==> config.mk <==
export PLATFORM = sky130hd
export DESIGN_NAME = hex_rate_counter
export DESIGN_NICKNAME = d
export VERILOG_FILES = /design/src/rtl/hex_rate_counter.sv
export SDC_FILE = /design/constraint.sdc
export NUM_CORES = 1
export LEC_CHECK = 0
export CAP_MARGIN = 5
export CORE_UTILIZATION = 55
export DETAILED_ROUTE_END_ITERATION = 10
export GPL_ROUTABILITY_DRIVEN = 1
export GPL_TIMING_DRIVEN = 0
export PLACE_DENSITY = 0.86
export SKIP_CTS_REPAIR_TIMING = 1
export SYNTH_ARGS = -nofsm -noshare
export SYNTH_HDL_FRONTEND = slang
export SYNTH_SLANG_ARGS = --single-unit
==> constraint.sdc <==
create_clock -name clock -period 4.2 [get_ports clock]
set_input_delay 0.84 -clock clock [delete_from_list [all_inputs] [get_ports clock]]
set_output_delay 0.84 -clock clock [all_outputs]
set_load 0.005 [all_outputs]
==> src/rtl/hex_rate_counter.sv <==
// hex_rate_counter: 4-bit hex counter advanced by a selectable-rate divider.
// The divider is a down-counter reloaded with R(sel). A step fires on the
// enabled edge where it has reached zero. step and wrap are registered
// alongside digit, so they line up with the cycle showing the new value.
module hex_rate_counter #(
    parameter int TICKS_1HZ = 50000000,
    parameter int DIV_W     = 28
) (
    input  logic       clock,
    input  logic       reset,
    input  logic       enable,
    input  logic [1:0] sel,
    input  logic       dir,
    input  logic       load,
    input  logic [3:0] load_value,
    output logic [3:0] digit,
    output logic       step,
    output logic       wrap
);

    localparam logic [DIV_W-1:0] R_1HZ   = DIV_W'(TICKS_1HZ - 1);
    localparam logic [DIV_W-1:0] R_HALF  = DIV_W'(2 * TICKS_1HZ - 1);
    localparam logic [DIV_W-1:0] R_QUART = DIV_W'(4 * TICKS_1HZ - 1);

    logic [DIV_W-1:0] rate_cnt;
    logic [DIV_W-1:0] reload;
    logic [1:0]       sel_q;
    logic             wrap_next;

    // reload value for the currently requested rate
    always_comb begin
        reload = '0;
        case (sel)
            2'b00:   reload = '0;
            2'b01:   reload = R_1HZ;
            2'b10:   reload = R_HALF;
            default: reload = R_QUART;
        endcase
    end

    // wrap happens when leaving F going up or leaving 0 going down
    always_comb begin
        wrap_next = dir ? (digit == 4'hF) : (digit == 4'h0);
    end

    // divider, digit and pulse registers with load > rate change > hold > count
    always_ff @(posedge clock or posedge reset) begin
        if (reset) begin
            rate_cnt <= '0;
            sel_q    <= 2'b00;
            digit    <= 4'h0;
            step     <= 1'b0;
            wrap     <= 1'b0;
        end else begin
            sel_q <= sel;
            step  <= 1'b0;
            wrap  <= 1'b0;
            if (load) begin
                digit    <= load_value;
                rate_cnt <= reload;
            end else if (sel != sel_q) begin
                rate_cnt <= reload;
            end else if (enable) begin
                if (rate_cnt != '0) begin
                    rate_cnt <= rate_cnt - 1'b1;
                end else begin
                    rate_cnt <= reload;
                    digit    <= dir ? digit + 4'h1 : digit - 4'h1;
                    step     <= 1'b1;
                    wrap     <= wrap_next;
                end
            end
        end
    end

endmodule
==> metrics.txt <==
min-delay src=rate_cnt[27]; total number of vias=2253; Max Cap Violations=0; power share of the clock group=28.7%; Reg-to-Reg End=rate_cnt[18]; Post-synth EDFFs=0; post-DP HPWL=4345 um; Routed WL=6119 um; setup TNS=0 ns; DRC Markers=0; gr usage total=29.92%; RePlAce Congestion=0.9543; final hold vios=0; flop2flop setup slack=1.67 ns; Non-Filler Instances=331; Reg power frac=50.7%; core area=4144 sq um; Routed WL per cell=18.49 um; Clock transition at path regs=0.07 ns; final slew viol count=0; # rows=23; routed vias/inst=6.807; initial antenna violation count=0; hold endpoint=rate_cnt[27]; CP bufs+invs=1; Inserted Clock Buffers=5; Ys Warns=0; Worst path max stage delay=0.70 ns; CP max stage cell=a31oi_1; number of unique standard cell types used by synthesis=63; slew of the pin with the lowest slew margin=0.8922 ns; switching power=261.8 uW; synth top area cells=dfrtp_1 (37%), ha_1 (4.1%), nand3_1 (3.7%), nor2_1 (2.6%), nor4_4 (2.6%); largest net degree at the start of global routing=21; Hold Path Class=reg2reg; ANT nets after route=0; Hold Path Depth=1; nets=301; Tcrit/Tclk final=69.98%; CP cell instances=clkdlybuf4s50_1, xor2_1, or3_1, a31oi_1, o311ai_0, o211ai_1; reg2reg start=rate_cnt[0]; die width=68.66 um; FMAX=340.2 MHz; ratio of cells with drive above 1 in the final layout=12.46%; critical path class=in2reg; CP Capture Type=flop; worst-skew pair later-pin latency=0.29 ns; Post-synth ARST share=100.0%; die height=68.66 um; Seq/Total Area, Yosys=36.87%; WP data required=4.41 ns; Seq cells post-synth=36; first-pass GRT wire length=10100 um; count leader, synth=dfrtp_1; total grt overflow=0; 1st-pass router iterations=5; internal cell power=563.9 uW; count of final setup violators=0; Comb power frac=20.6%; Worst Clk Skew=0.007182 ns; VDD IR-drop max=0.1589 mV; syn nets=277; Synth top cells by count=dfrtp_1 (36), nand3_1 (18), nor2_1 (17); CTS tree=done; crit path time final=2.939 ns; # IOs=17; Post-synth top flop=dfrtp_1; PwrDens=298.5 nW/um^2; post-synthesis cell area=2444 sq um; sw frac=31.71%; CP delay by family, top=compound AO/OA/AOI/OAI gates; Mapped Cells=257; status=complete, no violations; Root Buffer=clkbuf_8; H-tree levels=2; mean post-synth cell area=9.508 sq um; FF-to-FF path depth=8; Initial Utilization=58.97%; Rel. slew slack=40.24%; Clock Sinks=36; leakage dissipation=0.001083 uW; Antenna Cells=0; cell taking the most area after synthesis=dfrtp_1; RSZ-0062 raised after global routing=false; CTS Buffer Depth=2; crit-path max FO=8; top cell type's share of synthesized area=36.87%; Die ar.=4714 sq um; Port-buffer cells=15; crit path DAT=3.15 ns; DRT iter0 DRCs=201; Worst setup SP type=input pin; number of global-route vias before repair=2021; Synth-to-Final Area Change=13.21%; Placed Cells=323
[worst reg2reg max path, delay by kind of cell, from the launching register on]
kind / cells / cell delay (ns)
buf+inv: 2 / 0.31
compound gates: 2 / 0.78
fa+ha+maj: 1 / 0.14
flops: 1 / 0.42
simple gates: 3 / 0.76
[placed cells by master (no fill, tap or decap), types with 3 or more instances in the layout]
| cell | n |
|---|---|
| o311ai_0 | 4 |
| inv_1 | 8 |
| a31oi_1 | 4 |
| or4_1 | 4 |
| dfrtp_1 | 36 |
| xor2_1 | 4 |
| clkdlybuf4s50_1 | 15 |
| nand3_1 | 18 |
| clkbuf_8 | 5 |
| o31a_1 | 3 |
| mux2i_1 | 4 |
| nor4_1 | 3 |
| nand4_1 | 6 |
| nor3_1 | 10 |
| and4_1 | 3 |
| nor3_2 | 4 |
| buf_2 | 3 |
| nand2b_1 | 3 |
| o311ai_1 | 4 |
| clkbuf_1 | 6 |
| a21oi_1 | 7 |
| and3_1 | 6 |
| o21ai_1 | 7 |
| nand2_1 | 15 |
| nor2_1 | 17 |
| or3_1 | 5 |
| and2_1 | 7 |
| o21ai_0 | 8 |
| a311oi_1 | 3 |
| ha_1 | 8 |
| nor4_4 | 3 |
[metal layers]
layer	up-vias	track usage, %	wire, um
li1	1045	-	-
met3	17	6.250	508
met2	109	44.49	2865
met4	0	12.24	147
met1	1082	42.06	2597
met5	-	0	0
[state kept, by name, summed over array words and instances, names as in the netlist]
| register | cells |
|---|---|
| rate_cnt | 28 |
| digit | 4 |
| sel_q | 2 |
| step | 1 |
| wrap | 1 |
[worst max path at each step]
| stage | start | end | slack (ns) | depth (start not counted) |
|---|---|---|---|---|
| 2_1_floorplan | load | rate_cnt[18] | 1.93 | 4 |
| 3_3_place_gp | sel[1] | rate_cnt[15] | 1.02 | 6 |
| 3_5_place_dp | sel[1] | rate_cnt[18] | 0.99 | 5 |
| 4_1_cts | sel[1] | rate_cnt[18] | 1.23 | 5 |
| 5_1_grt | sel[1] | rate_cnt[20] | 1.22 | 6 |
| 6_report | sel[1] | rate_cnt[15] | 1.26 | 6 |
[metrics by stage]
step	util [%]	power, uW	hold slack [ns]	setup slack [ns]	area [sq um]
after global routing	66.76	860.4	0.5351	1.216	2766
after detailed placement	64.76	590.3	0.5180	0.9881	2684
after floorplan	-	531.9	0.4641	1.926	2444
after global placement	64.10	582.2	0.4893	1.021	2656
after CTS	66.64	822.1	0.5083	1.229	2761
final	66.76	825.7	0.5066	1.261	2766
[kinds of logic (layout without fill, tap and decap cells)]
family | Yosys count | in the layout | share of synthesized area, %
buffers and inverters | 19 | 43 | 3.686
adder cells (fa/ha/maj) | 9 | 9 | 4.916
AO/OA/AOI/OAI | 63 | 63 | 19.30
AND/OR/NAND/NOR | 120 | 120 | 31.44
XOR/XNOR | 6 | 6 | 2.151
flip-flops | 36 | 36 | 36.87
multiplexers | 4 | 4 | 1.639
[final cells by class]
cell class                      instances  area (sq um)
Buffer                                 10         56.30
Clock buffer                            6         72.57
Clock inverter                          1         5.005
Fill cell                             350          1378
Inverter                                9         33.78
Multi-Input combinational cell        202          1453
Sequential cell                        36         900.9
Tap cell                               50         62.56
Timing Repair Buffer                   17         182.7
[power groups by stage]
stage                     combinational [uW]  sequential, uW  clock [uW]
after floorplan                          117             415           0
after global placement                   160             422           0
after detailed placement                 166             424           0
after CTS                                168             418         236
after global routing                     188             424         248
final                                    170             419         237
Power figures use the tool's default switching activity.
